### config.mk
export PLATFORM = sky130hd
export DESIGN_NAME = vx_kmu_dispatch
export DESIGN_NICKNAME = d
export VERILOG_FILES = /design/src/rtl/vx_kmu_dispatch.sv
export SDC_FILE = /design/constraint.sdc
export NUM_CORES = 1
export LEC_CHECK = 0
export BUFFER_PORTS_ARGS = -buffer_cell sky130_fd_sc_hd__buf_2
export CAP_MARGIN = 20
export CELL_PAD_IN_SITES_DETAIL_PLACEMENT = 2
export CELL_PAD_IN_SITES_GLOBAL_PLACEMENT = 2
export CORE_AREA = 2 2 140 279
export CTS_CLUSTER_DIAMETER = 100
export DETAILED_ROUTE_END_ITERATION = 8
export DIE_AREA = 0 0 142 281
export PLACE_DENSITY_LB_ADDON = 0.1
export SYNTH_ARGS = -nofsm -noshare
export SYNTH_HDL_FRONTEND = slang
export SYNTH_SLANG_ARGS = --single-unit
export TNS_END_PERCENT = 20
### constraint.sdc
create_clock -name clk -period 3.5 [get_ports clk]
set_input_delay 0.7 -clock clk [delete_from_list [all_inputs] [get_ports clk]]
set_output_delay 0.7 -clock clk [all_outputs]
set_load 0.02 [all_outputs]
### src/rtl/vx_kmu_dispatch.sv
// Kernel-launch task dispatcher.
// Accepts one launch, walks the block grid (x fastest, then y, then z) and
// emits one task per block. Issue is throttled on an outstanding-task limit,
// and a completion pulse follows once every issued block has retired.
module vx_kmu_dispatch #(
   parameter int XLEN        = 32,
   parameter int DIM_W       = 16,
   parameter int MAX_PENDING = 64,
   parameter int PEND_W      = $clog2(MAX_PENDING + 1)
) (
   input  logic               clk,
   input  logic               reset_n,
   input  logic               start_valid,
   output logic               start_ready,
   input  logic [XLEN-1:0]    start_pc,
   input  logic [XLEN-1:0]    start_param,
   input  logic [3*DIM_W-1:0] grid_dim,
   input  logic [3*DIM_W-1:0] block_dim,
   output logic               task_valid,
   input  logic               task_ready,
   output logic [XLEN-1:0]    task_pc,
   output logic [XLEN-1:0]    task_param,
   output logic [3*DIM_W-1:0] task_block_idx,
   output logic [3*DIM_W-1:0] task_block_dim,
   output logic               task_last,
   input  logic               task_done,
   output logic               busy,
   output logic               kernel_done,
   output logic               err_underflow
);

   localparam logic [1:0] S_IDLE  = 2'd0;
   localparam logic [1:0] S_ISSUE = 2'd1;
   localparam logic [1:0] S_DRAIN = 2'd2;
   localparam logic [1:0] S_FIN   = 2'd3;

   logic [1:0]          r_state;
   logic                r_valid;
   logic                r_err;
   logic [PEND_W-1:0]   r_pend;
   logic [XLEN-1:0]     r_pc;
   logic [XLEN-1:0]     r_param;
   logic [3*DIM_W-1:0]  r_grid;
   logic [3*DIM_W-1:0]  r_bdim;
   logic [DIM_W-1:0]    r_ix;
   logic [DIM_W-1:0]    r_iy;
   logic [DIM_W-1:0]    r_iz;

   logic [1:0]          w_state_nxt;
   logic [PEND_W-1:0]   w_pend_nxt;
   logic                w_unf;
   logic                w_hs;
   logic                w_start;
   logic                w_grid_zero;
   logic                w_x_end;
   logic                w_y_end;
   logic                w_z_end;
   logic                w_last;
   logic                w_valid_nxt;

   assign w_hs        = r_valid & task_ready;
   assign w_start     = start_valid & (r_state == S_IDLE);
   assign w_grid_zero = (grid_dim[DIM_W-1:0] == '0) ||
                        (grid_dim[2*DIM_W-1:DIM_W] == '0) ||
                        (grid_dim[3*DIM_W-1:2*DIM_W] == '0);

   // Wrap points are g-1, so an index never needs to reach the grid size.
   assign w_x_end = (r_ix == r_grid[DIM_W-1:0] - DIM_W'(1));
   assign w_y_end = (r_iy == r_grid[2*DIM_W-1:DIM_W] - DIM_W'(1));
   assign w_z_end = (r_iz == r_grid[3*DIM_W-1:2*DIM_W] - DIM_W'(1));
   assign w_last  = w_x_end & w_y_end & w_z_end;

   // Outstanding count: a same-cycle issue and retire cancel; a retire with
   // nothing outstanding is held at zero and flagged.
   always_comb begin
      w_pend_nxt = r_pend;
      w_unf      = 1'b0;
      if (w_hs && !task_done) begin
         w_pend_nxt = r_pend + PEND_W'(1);
      end else if (!w_hs && task_done) begin
         if (r_pend == '0) w_unf = 1'b1;
         else              w_pend_nxt = r_pend - PEND_W'(1);
      end
   end

   // Launch sequencing: IDLE -> ISSUE -> DRAIN -> FIN, empty grids skip to FIN.
   always_comb begin
      w_state_nxt = r_state;
      case (r_state)
         S_IDLE:  if (w_start) w_state_nxt = w_grid_zero ? S_FIN : S_ISSUE;
         S_ISSUE: if (w_hs && w_last) w_state_nxt = S_DRAIN;
         S_DRAIN: if (w_pend_nxt == '0) w_state_nxt = S_FIN;
         S_FIN:   w_state_nxt = S_IDLE;
         default: w_state_nxt = S_IDLE;
      endcase
   end

   // Valid is registered from next-cycle state and count, so it is gated
   // before assertion and never withdrawn while a handshake is pending.
   assign w_valid_nxt = (w_state_nxt == S_ISSUE) &&
                        (w_pend_nxt < PEND_W'(MAX_PENDING));

   // Control state, outstanding counter and sticky underflow flag.
   always_ff @(posedge clk or negedge reset_n) begin
      if (!reset_n) begin
         r_state <= S_IDLE;
         r_valid <= 1'b0;
         r_pend  <= '0;
         r_err   <= 1'b0;
      end else begin
         r_state <= w_state_nxt;
         r_valid <= w_valid_nxt;
         r_pend  <= w_pend_nxt;
         if (w_unf) r_err <= 1'b1;
      end
   end

   // Launch fields and grid walk; the index only moves on a handshake.
   always_ff @(posedge clk or negedge reset_n) begin
      if (!reset_n) begin
         r_pc    <= '0;
         r_param <= '0;
         r_grid  <= '0;
         r_bdim  <= '0;
         r_ix    <= '0;
         r_iy    <= '0;
         r_iz    <= '0;
      end else if (w_start) begin
         r_pc    <= start_pc;
         r_param <= start_param;
         r_grid  <= grid_dim;
         r_bdim  <= block_dim;
         r_ix    <= '0;
         r_iy    <= '0;
         r_iz    <= '0;
      end else if (w_hs && !w_last) begin
         if (w_x_end) begin
            r_ix <= '0;
            if (w_y_end) begin
               r_iy <= '0;
               r_iz <= r_iz + DIM_W'(1);
            end else begin
               r_iy <= r_iy + DIM_W'(1);
            end
         end else begin
            r_ix <= r_ix + DIM_W'(1);
         end
      end
   end

   assign start_ready    = (r_state == S_IDLE);
   assign busy           = (r_state == S_ISSUE) || (r_state == S_DRAIN);
   assign kernel_done    = (r_state == S_FIN);
   assign err_underflow  = r_err;
   assign task_valid     = r_valid;
   assign task_last      = r_valid & w_last;
   assign task_pc        = r_pc;
   assign task_param     = r_param;
   assign task_block_dim = r_bdim;
   assign task_block_idx = {r_iz, r_iy, r_ix};

endmodule

==> results of run 1 <==
[final cells by class]
class	instances	area, µm²
sequential	219	5480
inverter	17	63.8
timing repair buffer	386	2150
fill	4406	23300
antenna	3	7.51
multi-input combinational	1022	5540
clock inverter	5	25.0
clock buffer	32	662
tap	463	579
[cell families after synthesis]
logic type	after synthesis	share of synthesized area [%]
flops	219	49.0
compound gates	171	9.86
fa+ha+maj	13	1.45
buf+inv	82	3.12
xor+xnor	61	4.77
simple gates	766	30.9
mux	10	0.928
[sequential cells by signal, summed over array words and instances, names as in the netlist, 2 cells and up]
register and flops:
r_state 2, task_pc 32, r_ix 16, task_block_dim 48, task_param 32, r_iz 16, r_iy 16, r_grid 48
r_pend 7
[Yosys cell counts (all sizes together), types with 5 or more instances]
cell type / instances / area, µm²
nand2: 507 / 1910
dfrtp: 219 / 5480
o31ai: 14 / 105
nand3b: 5 / 37.5
nor3: 23 / 131
nor2: 54 / 203
a211oi: 7 / 52.6
xnor2: 37 / 324
and3: 18 / 113
buf: 13 / 90.1
inv: 17 / 63.8
nor3b: 5 / 42.5
o21ai: 51 / 267
nand4: 19 / 119
xor2: 24 / 210
clkbuf: 52 / 195
mux2i: 7 / 70.1
o211ai: 10 / 80.1
ha: 13 / 163
nand2b: 14 / 87.6
a31oi: 11 / 83.8
nand3: 38 / 190
or3: 18 / 113
or4: 14 / 109
nor4: 28 / 221
and2: 7 / 43.8
a21oi: 45 / 236
[worst max-delay path by stage]
stage | start | cells after the start | end | slack (ns)
3_3_place_gp | r_grid[16] | 8 | task_last | 0.04
5_1_grt | r_grid[23] | 8 | task_last | -0.33
4_1_cts | r_grid[26] | 8 | task_last | -0.19
3_5_place_dp | r_grid[0] | 11 | r_iy[7] | -0.11
2_1_floorplan | r_grid[32] | 10 | task_last | 0.09
6_report | r_grid[23] | 8 | task_last | -0.20
[where the power goes]
| group | switching, mW | internal, mW | total [mW] |
|---|---|---|---|
| Sequential | 0.882 | 3.52 | 4.40 |
| Combinational | 3.79 | 2.15 | 5.94 |
| Clock | 1.06 | 1.31 | 2.38 |
[metrics by stage]
stage	instances	utilization (%)	hold slack [ns]
after floorplan	1322	-	0.404
after global placement	2098	35.9	0.452
after detailed placement	2098	35.9	0.460
after CTS	2142	38.2	0.143
after global routing	2147	38.4	0.156
final	2147	38.4	0.121
[repair_timing]
action | in CTS | in global routing
setup endpoints to repair | 13 | 19
buffers inserted | 7 | 1
hold buffers | 0 | 0
cloned | 0 | 1
gates resized for setup | 23 | 6
pin swaps | 10 | 4
[per-layer routing]
metal	vias up	routed length [µm]
li1	5134	-
met1	5559	15300
met2	245	25200
met3	65	2360
met4	0	1400
met5	-	0
==> reports/metrics.csv, run 1 <==
stage,metric,value,unit
power_and_ir_drop,power_density,877,mW/mm²
worst_setup_path,crit_type,flop to primary output,
timing,setup_viol,1,
layout,final_cell_mix,"505 x nand2_1, 328 x buf_2, 218 x dfrtp_1",
worst_setup_path,crit_path_max_fanout,4,
grt,grt_pass1_wl,68.9,mm
clock_tree,cts_inserted_buffers,24,
layout,drive_gt1_share,27.8,%
layout,fin_area,0.0145,mm²
floorplan,ios,331,
worst_setup_path,reg2reg_from,r_grid[23],
power_and_ir_drop,ir_drop,0.475,mV
timing,rsz0062_at_grt,true,
timing,finClkSkew,0.0124,ns
logic_synthesis,synth_area_per_cell,8.47,µm²
worst_setup_path,startpoint_type,flop,
floorplan,initial_core_util,29.6,%
timing,finalCritPeriodShare,106,%
logic_synthesis,synth.cell_area,0.0112,mm²
timing,tightest_slew,0.977,ns
power_and_ir_drop,p_total,12.7,mW
worst_setup_path,end_kind,primary output,
layout,layout_commonest_cell,nand2_1,
clock_tree,cts_tree,built,
logic_synthesis,yosys_warnings,0,
place,place.gp.congestion,0.833,
hold_path,hp-class,input port to async pin,
drt,avgViaCountPerCell,5.12,
grt,grtUsageTotal,22.0,%
clock_tree,clkLatencyLatePin,0.53,ns
worst_setup_path,crit_arrival,3.00,ns
grt,gr-usage-met2,44.1,%
drt,drcViolationCount,0,
power_and_ir_drop,leakage,7.44,nW
clock_tree,clk_pin_slew,0.06,ns
timing,fin_ws,-0.204,ns
drt,drt_wl_total,44.3,mm
status,status,"complete, but fails checks",
floorplan,rows,101,
timing,min_period,3.70,ns
clock_tree,clockBufferDepth,3,
grt,grt-ovfl-total,0,
logic_synthesis,synth_cells,1322,
worst_setup_path,path_delay_family,simple AND/OR/NAND/NOR gates,
worst_setup_path,critical_path_buf_inv_count,1,
drt,firstDrtPassIters,4,
timing,setup_tns,-0.204,ns
status,violations,negative setup slack,
place,place_ws,-0.109,ns
timing,final_hold_viol_count,0,
clock_tree,cts-root-buf,clkbuf_16,
clock_tree,cts.sinks,219,
logic_synthesis,ys_seq_area_share,49.0,%
layout,nNetsFinal,1848,
drt,antenna_left,0,
grt,antenna_found_initial,3,
flow_run,cap_violations,0,
clock_tree,htreeDepth,1,
worst_setup_path,slowest_stage,or4_4,
floorplan,die_w,142,µm
worst_setup_path,rr_endpoint,r_iy[7],
floorplan,fp.coreArea,0.0378,mm²
worst_setup_path,path_cells,or4_4 -> nor4_4 -> xnor2_2 -> nor4_2 -> and4_4 -> nand4b_4 -> nor3_4 -> buf_6,
grt,grt_max_degree,184,
place,portBuffers,330,
grt,grt-busiest-layer,met2,
logic_synthesis,ys.flop_type,dfrtp_1,
logic_synthesis,syn-num-nets,1500,
timing,drv_slew,0,
floorplan,fp.dieH,281,µm
grt,met3_usage,4.82,%
layout,areaGrowthSynthToFinish,29.6,%
timing,slew_headroom,34.4,%
logic_synthesis,async_reset_ff_share,100,%
worst_setup_path,max_stage_delay,0.60,ns
logic_synthesis,synth.distinct_cells,71,
drt,first_iter_violations,253,
place,dp_hpwl,32.8,mm
floorplan,die_area,0.0399,mm²
worst_setup_path,reg2regPathDepth,13,
logic_synthesis,synth_edf_count,0,
drt,num_vias,11000,
grt,grt_pass1_vias,12300,
logic_synthesis,ys_ff_latch,219,
drt,wl_per_cell,20.6,µm
worst_setup_path,crit_required,2.80,ns
timing,max_freq,270,MHz
grt,grt_use_met1,21.6,%
worst_setup_path,reg2reg_slack,0.08,ns
place,post_dp_cell_area,0.0136,mm²
Power figures use the tool's default switching activity.
==> run 2: changes to the inputs <==
--- a/config.mk
+++ b/config.mk
@@ -5,7 +5,7 @@
 export SDC_FILE = /design/constraint.sdc
 export NUM_CORES = 1
 export LEC_CHECK = 0
-export BUFFER_PORTS_ARGS = -buffer_cell sky130_fd_sc_hd__buf_2
+export BUFFER_PORTS_ARGS = -buffer_cell sky130_fd_sc_hd__buf_4
 export CAP_MARGIN = 20
 export CELL_PAD_IN_SITES_DETAIL_PLACEMENT = 2
 export CELL_PAD_IN_SITES_GLOBAL_PLACEMENT = 2
==> run 2 against run 1 <==
Net effect: the run still ends with negative setup slack left; combinational power increased by 7.6%; first-iteration DRC count rose by 7.9%; sequential share of layout area decreased by 2.2 points; non-clock buffer count is 1 higher; core utilization increased by 2.4 points; largest cell class unchanged.
==> reports/metrics.csv, run 2 (synthesized netlist as in run 1, its figures left out) <==
stage,metric,value,unit,change
status,status,"complete, but fails checks",,
status,violations,negative setup slack,,
grt,grt-ovfl-total,0,,unchanged
drt,wl_per_cell,21.1,µm,+2.3%
timing,min_period,3.65,ns,-0.0591 ns
timing,tightest_slew,0.935,ns,-0.0420 ns
drt,firstDrtPassIters,4,,unchanged
power_and_ir_drop,seqPwrFrac,33.1,%,-1.5 points
timing,final_hold_viol_count,0,,unchanged
timing,fin_ws,-0.145,ns,+0.0591 ns
place,portBuffers,330,,unchanged
drt,avgViaCountPerCell,5.12,,about the same
timing,drv_slew,0,,unchanged
layout,nNetsFinal,1849,,+0.054%
timing,hold_ws,0.130,ns,+0.00912 ns
place,place.gp.congestion,0.864,,+3.7%
power_and_ir_drop,power_density,877,mW/mm²,about the same
floorplan,ios,331,,unchanged
grt,grtUsageTotal,22.5,%,+0.50 points
clock_tree,clkLatencyLatePin,0.54,ns,about the same
grt,grt_pass1_vias,12300,,-0.39%
timing,max_freq,274,MHz,+1.6%
drt,antenna_left,0,,unchanged
worst_setup_path,crit_required,2.80,ns,about the same
place,post_dp_cell_area,0.0144,mm²,+5.9%
power_and_ir_drop,ir_drop,0.397,mV,-16%
grt,grt_max_degree,80,,-57%
floorplan,die_w,142,µm,unchanged
power_and_ir_drop,p_clk_share,19.6,%,+0.9 points
layout,areaGrowthSynthToFinish,37.6,%,
worst_setup_path,crit_arrival,2.95,ns,-0.05 ns
layout,layout_commonest_cell,nand2_1,,
timing,finalCritPeriodShare,104,%,-1.7 points
place,dp.cells,2097,,-0.048%
power_and_ir_drop,p_total,13.5,mW,+6.2%
drt,num_vias,11000,,+0.14%
clock_tree,cts_inserted_buffers,24,,unchanged
worst_setup_path,end_kind,primary output,,
grt,antenna_found_initial,1,,-2
clock_tree,clk_pin_slew,0.07,ns,about the same
floorplan,fp.coreArea,0.0378,mm²,unchanged
worst_setup_path,crit_path_max_fanout,7,,+3
drt,drt_wl_total,45.5,mm,+2.6%
layout,final_cell_mix,"505 x nand2_1, 381 x buf_4, 217 x dfrtp_1",,
layout,fin_cells,2152,,+0.23%
power_and_ir_drop,intPower,7.63,mW,+9.3%
timing,setup_viol,1,,unchanged
clock_tree,cts.sinks,219,,unchanged
floorplan,fp.dieH,281,µm,unchanged
layout,seq_area,0.00548,mm²,about the same
power_and_ir_drop,power_frac_comb,47.3,%,+0.6 points
layout,fin_area,0.0154,mm²,+6.1%
timing,rsz0062_at_grt,true,,
drt,drcViolationCount,0,,unchanged
floorplan,initial_core_util,29.6,%,unchanged
power_and_ir_drop,power.switching,5.87,mW,+2.3%
timing,setup_tns,-0.145,ns,+0.0591 ns
layout,fill_cells,4253,,-3.5%
clock_tree,clockBufferDepth,3,,unchanged
power_and_ir_drop,leakage,7.69,nW,+3.3%
hold_path,hp-class,input port to async pin,,
flow_run,cap_violations,0,,unchanged
floorplan,rows,101,,unchanged
timing,slew_headroom,37.7,%,+3.3 points
worst_setup_path,crit_type,flop to primary output,,
layout,multi_input_area,0.00552,mm²,-0.34%
timing,finClkSkew,0.0164,ns,+0.00399 ns
place,dp_hpwl,34.3,mm,+4.7%
clock_tree,cts-root-buf,clkbuf_16,,
clock_tree,cts_tree,built,,
clock_tree,htreeDepth,1,,unchanged
floorplan,die_area,0.0399,mm²,unchanged
grt,grt_pass1_wl,69.9,mm,+1.4%
layout,drive_gt1_share,28.4,%,+0.54 points
power_and_ir_drop,p_sw_share,43.5,%,-1.6 points
worst_setup_path,startpoint_type,flop,,
drt,first_iter_violations,273,,+7.9%
==> run 2: cell types whose count changed in the layout (fill, tap and decap cells not counted), sizes merged <==
cell,before,now
clkinvlp,0,1
bufinv,0,2
diode,3,1
clkinv,5,6
clkbuf,32,35
==> run 2: final timing paths <==
kind,start,slack (ns),endpoint,cells past startpoint
max in group asynchronous,reset_n,2.46,r_grid[0],2
worst min-delay path,reset_n,0.13,task_param[27],1
worst max-delay path,r_grid[9],-0.15,task_last,7
worst max register to register,r_grid[21],0.22,r_iy[7],11
worst min register to register,task_param[15],0.47,task_param[15],2
min in group clk,start_param[23],0.34,task_param[23],3
==> run 2: power groups by stage <==
stage          Clock (mW)  Sequential, mW  Combinational [mW]
2_1_floorplan           0            5.06                2.89
3_3_place_gp            0            4.41                6.11
3_5_place_dp            0            4.50                6.33
4_1_cts              2.75            4.48                6.49
5_1_grt              2.82            4.62                7.03
6_report             2.65            4.47                6.39
==> run 2: metrics by stage <==
stage / setup slack [ns] / utilization, %
finish: -0.145 / 40.8
global route: -0.262 / 40.8
CTS: -0.197 / 40.6
detailed placement: -0.142 / 38.0
global placement: -0.0731 / 38.0
floorplan: 0.0875 / -
==> run 2: area by class of cell <==
type                    instances  area share [%]
repair buffers                387            19.2
flip-flops and latches        219            35.6
clock inverters                 9           0.634
inverters                      17           0.414
diodes                          1          0.0162
well taps                     463            3.76
multi-input cells            1022            35.9
clock buffers                  34            4.54
==> run 2: repair_timing <==
action,CTS,global route
pin swaps,9,3
setup buffers,6,3
hold buffers,0,0
gates resized for setup,24,6
cloned,0,1
setup endpoints to repair,15,16
endpoints found under the hold margin,0,0
==> run 2: worst max-delay path, cell delays in order (launching register included) <==
cell and delay, ns:
dfrtp_1 0.47, or3_1 0.47, or3_1 0.39, xnor2_1 0.19, nand4b_1 0.18, or2_2 0.38
nor3_4 0.19, buf_6 0.14
==> run 2: routing by layer <==
metal,GRT usage (%),routed length [µm],up-vias
met3,5.04,2430,62
met2,44.9,26200,236
met1,22.5,15600,5572
li1,-,-,5148
met5,0,0,-
met4,7.18,1300,0
==> run 3: changes to the inputs <==
--- a/config.mk
+++ b/config.mk
@@ -14,6 +14,7 @@
 export DETAILED_ROUTE_END_ITERATION = 8
 export DIE_AREA = 0 0 142 281
 export PLACE_DENSITY_LB_ADDON = 0.1
+export SETUP_SLACK_MARGIN = 0.2
 export SYNTH_ARGS = -nofsm -noshare
 export SYNTH_HDL_FRONTEND = slang
 export SYNTH_SLANG_ARGS = --single-unit
==> run 3 against run 2 <==
Net effect: the flow still finishes with violations (negative setup slack); sequential power about the same; critical path depth grew 1; design area is 1.0% higher; flip-flop and latch count unchanged; combinational power is 1% higher; setup slack worse by 0.014 ns; final cell count rose by 0.51%; critical path type unchanged.
==> reports/metrics.csv, run 3 (synthesized netlist as in run 1, its figures left out) <==
stage,metric,value,unit,change
drt,drcViolationCount,0,,unchanged
timing,min_period,3.66,ns,+0.0138 ns
timing,tightest_slew,0.882,ns,-0.0529 ns
timing,final_hold_viol_count,0,,unchanged
worst_setup_path,end_kind,primary output,,
power_and_ir_drop,leakage,7.76,nW,+0.90%
layout,drive_gt1_share,29.4,%,+1.1 points
power_and_ir_drop,power_density,876,mW/mm²,about the same
worst_setup_path,crit_type,flop to primary output,,
layout,nNetsFinal,1861,,+0.65%
timing,drv_slew,0,,unchanged
drt,antenna_left,0,,unchanged
floorplan,initial_core_util,29.6,%,unchanged
layout,layout_commonest_cell,nand2_1,,
timing,finClkSkew,0.0203,ns,+0.00387 ns
layout,final_core_util,41.2,%,+0.41 points
floorplan,fp.coreArea,0.0378,mm²,unchanged
timing,max_freq,273,MHz,-0.38%
worst_setup_path,crit_required,2.80,ns,about the same
timing,rsz0062_at_grt,true,,
drt,wl_per_cell,21.1,µm,about the same
flow_run,cap_violations,0,,unchanged
grt,grt_max_degree,94,,+18%
clock_tree,clkLatencyLatePin,0.55,ns,about the same
clock_tree,cts.sinks,219,,unchanged
grt,antenna_found_initial,1,,unchanged
floorplan,fp.dieH,281,µm,unchanged
timing,slew_headroom,41.2,%,+3.5 points
place,portBuffers,330,,unchanged
place,post_dp_cell_area,0.0144,mm²,+0.28%
clock_tree,cts-root-buf,clkbuf_16,,
place,dp_hpwl,34.1,mm,-0.83%
worst_setup_path,crit_arrival,2.96,ns,about the same
timing,finalCritPeriodShare,105,%,+0.39 points
power_and_ir_drop,p_total,13.6,mW,+0.96%
drt,first_iter_violations,359,,+32%
grt,grtUsageTotal,22.9,%,+0.39 points
clock_tree,htreeDepth,1,,unchanged
clock_tree,cts_tree,built,,
grt,grt_pass1_wl,71.2,mm,+1.8%
place,dp.cells,2100,,+0.14%
place,place.gp.congestion,0.854,,-1.2%
timing,setup_viol,1,,unchanged
clock_tree,clk_pin_slew,0.06,ns,about the same
floorplan,rows,101,,unchanged
layout,fin_area,0.0156,mm²,+1.0%
grt,grt_pass1_vias,12500,,+2.0%
power_and_ir_drop,ir_drop,0.487,mV,+23%
worst_setup_path,startpoint_type,flop,,
worst_setup_path,crit_path_max_fanout,4,,-3
layout,areaGrowthSynthToFinish,39.0,%,
drt,drt_wl_total,45.7,mm,+0.49%
drt,avgViaCountPerCell,5.10,,-0.32%
timing,setup_tns,-0.159,ns,-0.0138 ns
layout,final_cell_mix,"504 x nand2_1, 393 x buf_4, 213 x dfrtp_1",,
clock_tree,cts_inserted_buffers,25,,+4.2%
clock_tree,clockBufferDepth,3,,unchanged
grt,grt-ovfl-total,0,,unchanged
clock_tree,postCtsHoldBufs,0,,unchanged
status,status,"complete, but fails checks",,
floorplan,die_area,0.0399,mm²,unchanged
floorplan,ios,331,,unchanged
layout,fin_cells,2163,,+0.51%
timing,fin_ws,-0.159,ns,-0.0138 ns
floorplan,die_w,142,µm,unchanged
status,violations,negative setup slack,,
layout,fill_cells,4289,,+0.85%
drt,num_vias,11000,,+0.19%
hold_path,hp-class,input port to async pin,,
drt,firstDrtPassIters,4,,unchanged
[run 3: changes by cell type in the layout (fill, tap and decap cells not counted), sizes merged]
cell | previous run | this run
clkinv | 6 | 2
clkbuf | 35 | 40
buf | 386 | 398
bufinv | 2 | 1
clkinvlp | 1 | 0
[run 3: path summary, 6_finish.rpt]
kind / slack, ns / startpoint / to / depth (start not counted)
max: -0.16 / r_grid[26] / task_last / 8
min: 0.11 / reset_n / task_param[27] / 1
max reg2reg: 0.24 / r_grid[20] / r_iy[7] / 11
min reg2reg: 0.48 / task_pc[6] / task_pc[6] / 2
max in group asynchronous: 2.38 / reset_n / task_block_dim[47] / 2
min in group clk: 0.34 / block_dim[8] / task_block_dim[8] / 3
[run 3: layer usage]
layer / share of wire, % / global-route usage [%] / vias up
li1: - / - / 5162
met3: 5.4 / 5.21 / 89
met1: 33 / 22.4 / 5524
met5: 0 / 0 / -
met2: 57 / 45.1 / 264
met4: 4.3 / 9.49 / 0
[run 3: what timing repair did]
item / CTS / global route
endpoints found under the setup margin: 31 / 26
cloned: 1 / 0
gates resized for setup: 29 / 13
setup buffers: 16 / 2
pin swaps: 16 / 3
[run 3: through the flow]
| stage | hold WS, ns | setup slack, ns |
|---|---|---|
| floorplan | 0.404 | 0.253 |
| global placement | 0.459 | 0.0695 |
| detailed placement | 0.467 | -0.111 |
| CTS | 0.143 | -0.164 |
| global route | 0.146 | -0.261 |
| finish | 0.109 | -0.159 |
[run 3: critical path, cell delays in order (launching register included)]
cell	delay (ns)
dfrtp_1	0.39
or4_4	0.60
nor4_4	0.36
xnor2_2	0.11
nor4_2	0.23
and4_4	0.29
nand4b_4	0.12
nor3_2	0.14
buf_4	0.17
[run 3: power breakdown]
part	total (mW)	switching, mW	internal (mW)
Clock	2.68	1.11	1.57
Sequential	4.47	0.947	3.53
Combinational	6.48	3.85	2.63
[run 3: cell type report]
cell class              instances  area (µm²)  area share, %
multi-input cells            1022        5570           35.8
flip-flops and latches        219        5490           35.3
inverters                      17        63.8          0.410
clock buffers                  40         772           4.96
repair buffers                398        3050           19.6
diodes                          1        2.50         0.0161
well taps                     463         579           3.72
clock inverters                 3        40.0          0.257
